### src/rtl/alu_multicycle.sv
// alu_multicycle -- multi-cycle ALU with registered result and status flags.
//
// Most operations finish at the accepting edge. Shifts by 0 < n < WIDTH walk
// one bit per cycle in SHIFT. The optional MUL op runs shift-add in MUL for
// WIDTH cycles.
//
// Optional feature macro: ALU_MULTICYCLE_MUL_EN (defined = MUL opcode supported;
// undefined = MUL decodes as an undefined opcode and no multiplier exists).
//
// Ports:
//   clk      rising-edge clock
//   reset_n  asynchronous active-low reset
//   bus      alu_multicycle_if.slave
//              Start, Opcode[7:0], A, B             in
//              Busy, Done, C, Carry, Flag,
//              Low, Negative, Zero                  out
//
// Opcode encodings live in alu_multicycle_pkg below.

package alu_multicycle_pkg;
  localparam logic [7:0] OP_NOP    = 8'h00;
  localparam logic [7:0] OP_ADD    = 8'h01;
  localparam logic [7:0] OP_ADDI   = 8'h02;
  localparam logic [7:0] OP_ADDU   = 8'h03;
  localparam logic [7:0] OP_ADDUI  = 8'h04;
  localparam logic [7:0] OP_ADDCU  = 8'h05;
  localparam logic [7:0] OP_ADDCUI = 8'h06;
  localparam logic [7:0] OP_SUB    = 8'h07;
  localparam logic [7:0] OP_SUBI   = 8'h08;
  localparam logic [7:0] OP_CMP    = 8'h09;
  localparam logic [7:0] OP_CMPI   = 8'h0A;
  localparam logic [7:0] OP_AND    = 8'h0B;
  localparam logic [7:0] OP_OR     = 8'h0C;
  localparam logic [7:0] OP_XOR    = 8'h0D;
  localparam logic [7:0] OP_NOT    = 8'h0E;
  localparam logic [7:0] OP_LSH    = 8'h0F;
  localparam logic [7:0] OP_LSHI   = 8'h10;
  localparam logic [7:0] OP_RSH    = 8'h11;
  localparam logic [7:0] OP_RSHI   = 8'h12;
  localparam logic [7:0] OP_ALSH   = 8'h13;
  localparam logic [7:0] OP_ARSH   = 8'h14;
  localparam logic [7:0] OP_MUL    = 8'h15;
endpackage

module alu_multicycle
  import alu_multicycle_pkg::*;
#(
  parameter int WIDTH = 16,
  parameter int SHW   = $clog2(WIDTH)
) (
  input  logic           clk,
  input  logic           reset_n,
  alu_multicycle_if.slave bus
);

  localparam int MSB = WIDTH - 1;
  localparam logic [SHW:0] CNT_ONE = {{SHW{1'b0}}, 1'b1};

`ifdef ALU_MULTICYCLE_MUL_EN
  typedef enum logic [1:0] {IDLE, SHIFT, MUL} state_t;
  localparam logic [SHW:0] MUL_CNT = (SHW+1)'(WIDTH);
`else
  typedef enum logic [1:0] {IDLE, SHIFT} state_t;
`endif

  state_t           state_q, state_d;
  logic [7:0]       op_q, op_d;
  logic [MSB:0]     work_q, work_d;
  logic [SHW:0]     cnt_q, cnt_d;
  logic [MSB:0]     c_q, c_d;
  logic             carry_q, carry_d, flag_q, flag_d, low_q, low_d;
  logic             neg_q, neg_d, zero_q, zero_d, done_q, done_d;
`ifdef ALU_MULTICYCLE_MUL_EN
  logic [2*WIDTH-1:0] acc_q, acc_d, mcand_q, mcand_d, acc_nxt;
`endif

  logic [WIDTH:0]   add_s, addc_s;
  logic [MSB:0]     diff, shifted;
  logic             add_ovf, sub_ovf, lt_u, lt_s, eq, b_big;

  assign add_s   = {1'b0, bus.A} + {1'b0, bus.B};
  assign addc_s  = add_s + {{WIDTH{1'b0}}, carry_q};
  assign diff    = bus.A - bus.B;
  assign add_ovf = (bus.A[MSB] == bus.B[MSB]) & (add_s[MSB] != bus.A[MSB]);
  assign sub_ovf = (bus.A[MSB] != bus.B[MSB]) & (diff[MSB] != bus.A[MSB]);
  assign lt_u    = bus.A < bus.B;
  assign lt_s    = $signed(bus.A) < $signed(bus.B);
  assign eq      = bus.A == bus.B;
  // any bit at or above SHW set means shift amount >= WIDTH
  assign b_big   = |(bus.B >> SHW);

  always_ff @(posedge clk or negedge reset_n) begin
    if (!reset_n) begin
      state_q <= IDLE;
      op_q    <= '0;
      work_q  <= '0;
      cnt_q   <= '0;
      c_q     <= '0;
      carry_q <= 1'b0;
      flag_q  <= 1'b0;
      low_q   <= 1'b0;
      neg_q   <= 1'b0;
      zero_q  <= 1'b0;
      done_q  <= 1'b0;
`ifdef ALU_MULTICYCLE_MUL_EN
      acc_q   <= '0;
      mcand_q <= '0;
`endif
    end else begin
      state_q <= state_d;
      op_q    <= op_d;
      work_q  <= work_d;
      cnt_q   <= cnt_d;
      c_q     <= c_d;
      carry_q <= carry_d;
      flag_q  <= flag_d;
      low_q   <= low_d;
      neg_q   <= neg_d;
      zero_q  <= zero_d;
      done_q  <= done_d;
`ifdef ALU_MULTICYCLE_MUL_EN
      acc_q   <= acc_d;
      mcand_q <= mcand_d;
`endif
    end
  end

  always_comb begin
    state_d = state_q;
    op_d    = op_q;
    work_d  = work_q;
    cnt_d   = cnt_q;
    c_d     = c_q;
    carry_d = carry_q;
    flag_d  = flag_q;
    low_d   = low_q;
    neg_d   = neg_q;
    zero_d  = zero_q;
    done_d  = 1'b0;
    shifted = work_q;
`ifdef ALU_MULTICYCLE_MUL_EN
    acc_d   = acc_q;
    mcand_d = mcand_q;
    acc_nxt = acc_q;
`endif

    case (state_q)
      IDLE: begin
        if (bus.Start) begin
          op_d    = bus.Opcode;
          done_d  = 1'b1;
          carry_d = 1'b0;
          flag_d  = 1'b0;
          low_d   = 1'b0;
          neg_d   = 1'b0;
          zero_d  = 1'b0;
          case (bus.Opcode)
            OP_NOP: begin
              carry_d = carry_q;
              flag_d  = flag_q;
              low_d   = low_q;
              neg_d   = neg_q;
              zero_d  = zero_q;
            end
            OP_ADD, OP_ADDI: begin
              c_d    = add_s[MSB:0];
              flag_d = add_ovf;
              zero_d = (add_s[MSB:0] == '0);
            end
            OP_ADDU, OP_ADDUI: begin
              c_d     = add_s[MSB:0];
              carry_d = add_s[WIDTH];
              zero_d  = (add_s[MSB:0] == '0);
            end
            OP_ADDCU, OP_ADDCUI: begin
              c_d     = addc_s[MSB:0];
              carry_d = addc_s[WIDTH];
              zero_d  = (addc_s[MSB:0] == '0);
            end
            OP_SUB, OP_SUBI, OP_CMP, OP_CMPI: begin
              if (bus.Opcode == OP_SUB || bus.Opcode == OP_SUBI) c_d = diff;
              flag_d = sub_ovf;
              low_d  = lt_u;
              neg_d  = lt_s;
              zero_d = eq;
            end
            OP_AND, OP_OR, OP_XOR, OP_NOT: begin
              case (bus.Opcode)
                OP_AND:  c_d = bus.A & bus.B;
                OP_OR:   c_d = bus.A | bus.B;
                OP_XOR:  c_d = bus.A ^ bus.B;
                default: c_d = ~bus.A;
              endcase
              low_d  = lt_u;
              neg_d  = lt_s;
              zero_d = eq;
            end
            OP_LSH, OP_LSHI, OP_RSH, OP_RSHI, OP_ALSH, OP_ARSH: begin
              if (bus.B == '0) begin
                c_d    = bus.A;
                zero_d = (bus.A == '0);
              end else if (b_big) begin
                c_d    = (bus.Opcode == OP_ARSH) ? {WIDTH{bus.A[MSB]}} : '0;
                zero_d = (bus.Opcode == OP_ARSH) ? ~bus.A[MSB] : 1'b1;
              end else begin
                state_d = SHIFT;
                done_d  = 1'b0;
                work_d  = bus.A;
                cnt_d   = {1'b0, bus.B[SHW-1:0]};
              end
            end
`ifdef ALU_MULTICYCLE_MUL_EN
            OP_MUL: begin
              state_d = MUL;
              done_d  = 1'b0;
              acc_d   = '0;
              mcand_d = {{WIDTH{1'b0}}, bus.A};
              work_d  = bus.B;
              cnt_d   = MUL_CNT;
            end
`endif
            default: c_d = '0;
          endcase
          // multi-cycle ops leave the visible flags alone until they finish
          if (!done_d) begin
            carry_d = carry_q;
            flag_d  = flag_q;
            low_d   = low_q;
            neg_d   = neg_q;
            zero_d  = zero_q;
          end
        end
      end

      SHIFT: begin
        if (op_q == OP_LSH || op_q == OP_LSHI || op_q == OP_ALSH)
          shifted = {work_q[MSB-1:0], 1'b0};
        else if (op_q == OP_ARSH)
          shifted = {work_q[MSB], work_q[MSB:1]};
        else
          shifted = {1'b0, work_q[MSB:1]};
        work_d = shifted;
        cnt_d  = cnt_q - CNT_ONE;
        if (cnt_q == CNT_ONE) begin
          state_d = IDLE;
          done_d  = 1'b1;
          c_d     = shifted;
          carry_d = 1'b0;
          flag_d  = 1'b0;
          low_d   = 1'b0;
          neg_d   = 1'b0;
          zero_d  = (shifted == '0);
        end
      end

`ifdef ALU_MULTICYCLE_MUL_EN
      MUL: begin
        acc_nxt = work_q[0] ? (acc_q + mcand_q) : acc_q;
        acc_d   = acc_nxt;
        mcand_d = {mcand_q[2*WIDTH-2:0], 1'b0};
        work_d  = {1'b0, work_q[MSB:1]};
        cnt_d   = cnt_q - CNT_ONE;
        if (cnt_q == CNT_ONE) begin
          state_d = IDLE;
          done_d  = 1'b1;
          c_d     = acc_nxt[MSB:0];
          carry_d = |acc_nxt[2*WIDTH-1:WIDTH];
          flag_d  = 1'b0;
          low_d   = 1'b0;
          neg_d   = 1'b0;
          zero_d  = (acc_nxt[MSB:0] == '0);
        end
      end
`endif

      default: state_d = IDLE;
    endcase
  end

  assign bus.Busy     = (state_q != IDLE);
  assign bus.Done     = done_q;
  assign bus.C        = c_q;
  assign bus.Carry    = carry_q;
  assign bus.Flag     = flag_q;
  assign bus.Low      = low_q;
  assign bus.Negative = neg_q;
  assign bus.Zero     = zero_q;

endmodule

### src/rtl/alu_multicycle_if.sv
// alu_multicycle_if -- request/result bundle for alu_multicycle.
//
// Signals:
//   Start, Opcode[7:0], A, B      requester -> ALU
//   Busy, Done, C                 ALU -> requester
//   Carry, Flag, Low, Negative,
//   Zero                          ALU -> requester (status flags)
// Modports: master (requester side), slave (ALU side).

interface alu_multicycle_if #(
  parameter int WIDTH = 16
);
  logic             Start;
  logic [7:0]       Opcode;
  logic [WIDTH-1:0] A;
  logic [WIDTH-1:0] B;
  logic             Busy;
  logic             Done;
  logic [WIDTH-1:0] C;
  logic             Carry;
  logic             Flag;
  logic             Low;
  logic             Negative;
  logic             Zero;

  modport master (
    output Start, Opcode, A, B,
    input  Busy, Done, C, Carry, Flag, Low, Negative, Zero
  );

  modport slave (
    input  Start, Opcode, A, B,
    output Busy, Done, C, Carry, Flag, Low, Negative, Zero
  );
endinterface

### src/flat_wrapper.sv
// flat-port wrapper written by rule: the top's interface ports become plain ports
module alu_multicycle_flat import alu_multicycle_pkg::*;
#(
  parameter int WIDTH = 16,
  parameter int SHW   = $clog2(WIDTH)
)
  (clk, reset_n, bus_Start, bus_Opcode, bus_A, bus_B, bus_Busy, bus_Done, bus_C, bus_Carry, bus_Flag, bus_Low, bus_Negative, bus_Zero);
  alu_multicycle_if #(.WIDTH(WIDTH)) bus_i ();
  input  logic clk;
  input  logic reset_n;
  input wire logic [$bits(bus_i.Start)-1:0] bus_Start;
  input wire logic [$bits(bus_i.Opcode)-1:0] bus_Opcode;
  input wire logic [$bits(bus_i.A)-1:0] bus_A;
  input wire logic [$bits(bus_i.B)-1:0] bus_B;
  output wire logic [$bits(bus_i.Busy)-1:0] bus_Busy;
  output wire logic [$bits(bus_i.Done)-1:0] bus_Done;
  output wire logic [$bits(bus_i.C)-1:0] bus_C;
  output wire logic [$bits(bus_i.Carry)-1:0] bus_Carry;
  output wire logic [$bits(bus_i.Flag)-1:0] bus_Flag;
  output wire logic [$bits(bus_i.Low)-1:0] bus_Low;
  output wire logic [$bits(bus_i.Negative)-1:0] bus_Negative;
  output wire logic [$bits(bus_i.Zero)-1:0] bus_Zero;
  assign bus_i.Start = bus_Start;
  assign bus_i.Opcode = bus_Opcode;
  assign bus_i.A = bus_A;
  assign bus_i.B = bus_B;
  assign bus_Busy = bus_i.Busy;
  assign bus_Done = bus_i.Done;
  assign bus_C = bus_i.C;
  assign bus_Carry = bus_i.Carry;
  assign bus_Flag = bus_i.Flag;
  assign bus_Low = bus_i.Low;
  assign bus_Negative = bus_i.Negative;
  assign bus_Zero = bus_i.Zero;
  alu_multicycle #(.WIDTH(WIDTH), .SHW(SHW)) u_core (.clk(clk), .reset_n(reset_n), .bus(bus_i));
endmodule
### config.mk
export PLATFORM = sky130hd
export DESIGN_NAME = alu_multicycle_flat
export DESIGN_NICKNAME = d
export VERILOG_FILES = /design/src/rtl/alu_multicycle.sv /design/src/rtl/alu_multicycle_if.sv /design/src/flat_wrapper.sv
export SDC_FILE = /design/constraint.sdc
export NUM_CORES = 1
export LEC_CHECK = 0
export CAP_MARGIN = 20
export CORE_MARGIN = 4
export CORE_UTILIZATION = 50
export CTS_CLUSTER_DIAMETER = 80
export CTS_CLUSTER_SIZE = 20
export DETAILED_ROUTE_END_ITERATION = 12
export DONT_BUFFER_PORTS = 1
export GPL_TIMING_DRIVEN = 0
export SYNTH_ARGS = -nofsm -noshare
export SYNTH_HDL_FRONTEND = slang
export SYNTH_SLANG_ARGS = --single-unit
export TNS_END_PERCENT = 1
### constraint.sdc
create_clock -name clk -period 7.4 [get_ports clk]
set_input_delay 0.74 -clock clk [delete_from_list [all_inputs] [get_ports clk]]
set_output_delay 0.74 -clock clk [all_outputs]
set_load 0.02 [all_outputs]
==> results.py <==
metrics = {
    "status": {
        "status": "complete, no violations",
    },
    "min_path": {
        "hold_class": "in -> async",
    },
    "finish": {
        "fill_cells": 1224,
        "stdcell_count": 1031,
        "final_nets": 960,
        "antenna_cells": 0,
        "area_growth_pct": 5.469,
        "finish.instance_area_um2": 6708,
        "drive_above_1_share_pct": 5.446,
    },
    "clock_tree": {
        "cts.sinks": 52,
        "clock_path_buffers": 2,
        "cts_root_buf": "clkbuf_16",
        "htree_levels": 2,
        "cts_buffers": 5,
        "clkSlewWorstSetupHoldPaths_ps": 70,
        "tritoncts": "built",
        "hold_buffers": 0,
        "cts-resized-gates": 0,
        "insertion_delay_ps": 300,
        "cts_setup_buffers": 0,
    },
    "sta": {
        "tns_ps": 0,
        "fmax_mhz": 245.3,
        "period_share_pct": 55.09,
        "setup-violations-final": 0,
        "finClkSkew_ps": 4.937,
        "relSlewSlack_pct": 29.33,
        "period_minus_slack_ps": 4077,
        "rsz0062_at_grt": "no",
        "hold_viol": 0,
        "slew_violations": 0,
        "tightest_slew_ps": 1053,
    },
    "routing": {
        "wirelength_mm": 24.89,
        "drtPass1Iterations": 6,
        "via_count": 6981,
        "vias_per_cell": 6.771,
        "ant_nets": 0,
        "drc": 0,
        "wire_per_inst_um": 24.15,
        "drt_iter0_drc": 961,
    },
    "logic_synthesis": {
        "synth_area_leaders": "dfrtp_1 20%, ha_1 10%, nand2_1 5.8%",
        "yosysTopAreaCellShare_pct": 20.46,
        "synth_area_um2": 6360,
        "syn_area_per_cell_um2": 7.430,
        "async_flop_share_pct": 100.0,
        "ys_warn_count": 0,
        "ys_types": 76,
        "synthCells": 856,
        "synth-seq-cells": 52,
        "synth_enable_flop_cells": 0,
        "ys_seq_area_share_pct": 20.46,
        "synthesis.nets": 953,
        "synth_top_area_cell": "dfrtp_1",
        "synth_ff_type": "dfrtp_1",
    },
    "pwr": {
        "ir_drop_mv": 0.07506,
        "leakagePower_uw": 0.002763,
        "powerDensity_nw_per_um2": 128.0,
        "power_uw": 858.8,
    },
    "global_routing": {
        "grt_overflow": 0,
        "grt_max_degree": 53,
        "groute.usage.overall_pct": 33.57,
        "grt_pass1_wl_mm": 37.86,
        "grt_pass1_vias": 6514,
        "antenna_found_initial": 0,
    },
    "place": {
        "hpwl_mm": 19.38,
        "dpl.cell_count": 1024,
        "portBuffers": 0,
        "globalplace.congestion": 1.020,
        "dpl_cell_area_um2": 6570,
    },
    "worst_setup_path": {
        "cpPeakStageDelay_ps": 730,
        "crit_type": "in -> reg",
        "cp_max_fo": 10,
        "startpoint_type": "primary input",
        "slowest_stage": "nor4_1",
        "crit_chain": "nor4_1, nand4b_1, o21ai_0, and3_1, clkbuf_1, o21ai_0, o211ai_1, a21oi_1, o211ai_1, o21a_1",
        "cp.arrival_ps": 4310,
        "required_ps": 7640,
        "end_kind": "flop",
    },
    "floorplan": {
        "initial_core_util_pct": 52.08,
        "die_x_um": 120.8,
        "core-area_um2": 12210,
        "die_area_um2": 14590,
        "pin_count": 66,
        "dieHeight_um": 120.8,
        "rows": 40,
    },
    "job": {
        "drv_cap": 0,
    },
}
-- metal layers --
layer | routed length [µm] | vias up | part of all wire, % | global-route usage (%)
met5 | 0 | - | 0 | 0
met4 | 1064 | 0 | 4.3 | 13.10
met3 | 2955 | 85 | 12 | 8.232
met2 | 10940 | 438 | 44 | 51.66
met1 | 9932 | 3315 | 40 | 45.29
li1 | - | 3143 | - | -
-- state kept, by name, summed over array words and instances, names as in the netlist --
register,count
u_core.work_q,16
u_core.bus.Carry,1
u_core.bus.Negative,1
u_core.bus.Zero,1
u_core.bus.C,16
u_core.bus.Low,1
u_core.bus.Done,1
u_core.cnt_q,5
u_core.bus.Flag,1
u_core.op_q,8
u_core.state_q,1
-- cells by family (layout without fill, tap and decap cells) --
group                      after synthesis  in the layout  synth area share, %
muxes                                   17             17                2.872
AOI/OAI and AO/OA                      275            275                28.92
and+or+nand+nor                        314            314                24.83
buffers and inverters                  108            115                6.748
xor gates and xnor gates                36             36                5.312
DFF                                     52             52                20.46
adders and majority gates               54             54                10.86
-- per-stage QoR --
step	util, %	hold slack, ps	setup WS [ps]
global route	54.93	122.0	3174
detailed placement	53.80	445.7	3159
finish	54.93	130.8	3323
global placement	53.80	445.6	3230
floorplan	-	444.4	3855
CTS	54.93	126.9	3471
-- synthesized netlist by cell type (all sizes together) (8+ instances only) --
cell type and instances:
a221oi 8, buf 16, o211ai 8, nand2 98
o21bai 8, nor4 17, and3 9, nor2b 12
inv 54, nor3 36, or4 8, nand4 10
a211oi 21, ha 52, o21a 11, xnor2 28
a21o 10, xor2 8, a21oi 69, nor3b 8
o2111ai 10, dfrtp 52, nor2 60, clkbuf 38
o21ai 66, mux2 10, a31oi 10, nand3 24
-- cell usage in the layout (no fill, tap or decap), drive strengths merged, types with 12 or more instances in the layout --
| cell type | synthesis | routed |
|---|---|---|
| buf | 16 | 16 |
| nor3 | 36 | 36 |
| ha | 52 | 52 |
| a211oi | 21 | 21 |
| nor2 | 60 | 60 |
| clkbuf | 38 | 43 |
| nand2 | 98 | 98 |
| nor4 | 17 | 17 |
| xnor2 | 28 | 28 |
| nor2b | 12 | 12 |
| inv | 54 | 54 |
| nand3 | 24 | 24 |
| dfrtp | 52 | 52 |
| a21oi | 69 | 69 |
| o21ai | 66 | 66 |
-- path summary, 6_finish.rpt --
| path | slack, ps | from | cells past startpoint | end |
|---|---|---|---|---|
| worst max-delay path | 3320 | bus_B[6] | 10 | u_core.bus.C[2]$_DFFE_PN0P_ |
| worst max register to register | 4020 | u_core.bus.Carry$_DFFE_PN0P_ | 10 | u_core.bus.Carry$_DFFE_PN0P_ |
| min in group clk | 520 | u_core.op_q[5]$_DFFE_PN0P_ | 2 | u_core.op_q[5]$_DFFE_PN0P_ |
| worst min-delay path | 130 | reset_n | 0 | u_core.work_q[15]$_DFFE_PN0P_ |
| max in group asynchronous | 7180 | reset_n | 0 | u_core.work_q[7]$_DFFE_PN0P_ |
| worst min register to register | 520 | u_core.op_q[5]$_DFFE_PN0P_ | 2 | u_core.op_q[5]$_DFFE_PN0P_ |
-- critical path, delay by kind of cell --
family	cells	cell delay [ps]
and+or+nand+nor	3	1870
AOI/OAI and AO/OA	6	1170
buffers and inverters	1	530
-- where the power goes --
group	leakage, µW	internal [µW]	switching [µW]
sequential	0.000646	295	18.6
clock	0.0000657	123	104
combinational	0.00205	113	205
total	0.00276	531	328
-- layout make-up --
cell class	instances	area, µm²	share of cell area (%)
buffer	54	226.5	3.376
clock inverter	2	12.51	0.1865
tap	168	210.2	3.134
inverter	54	202.7	3.022
sequential	52	1301	19.40
clock buffer	5	125.1	1.865
multi-input combinational	696	4629	69.02
No activity file was read; power rests on OpenSTA's default activity.
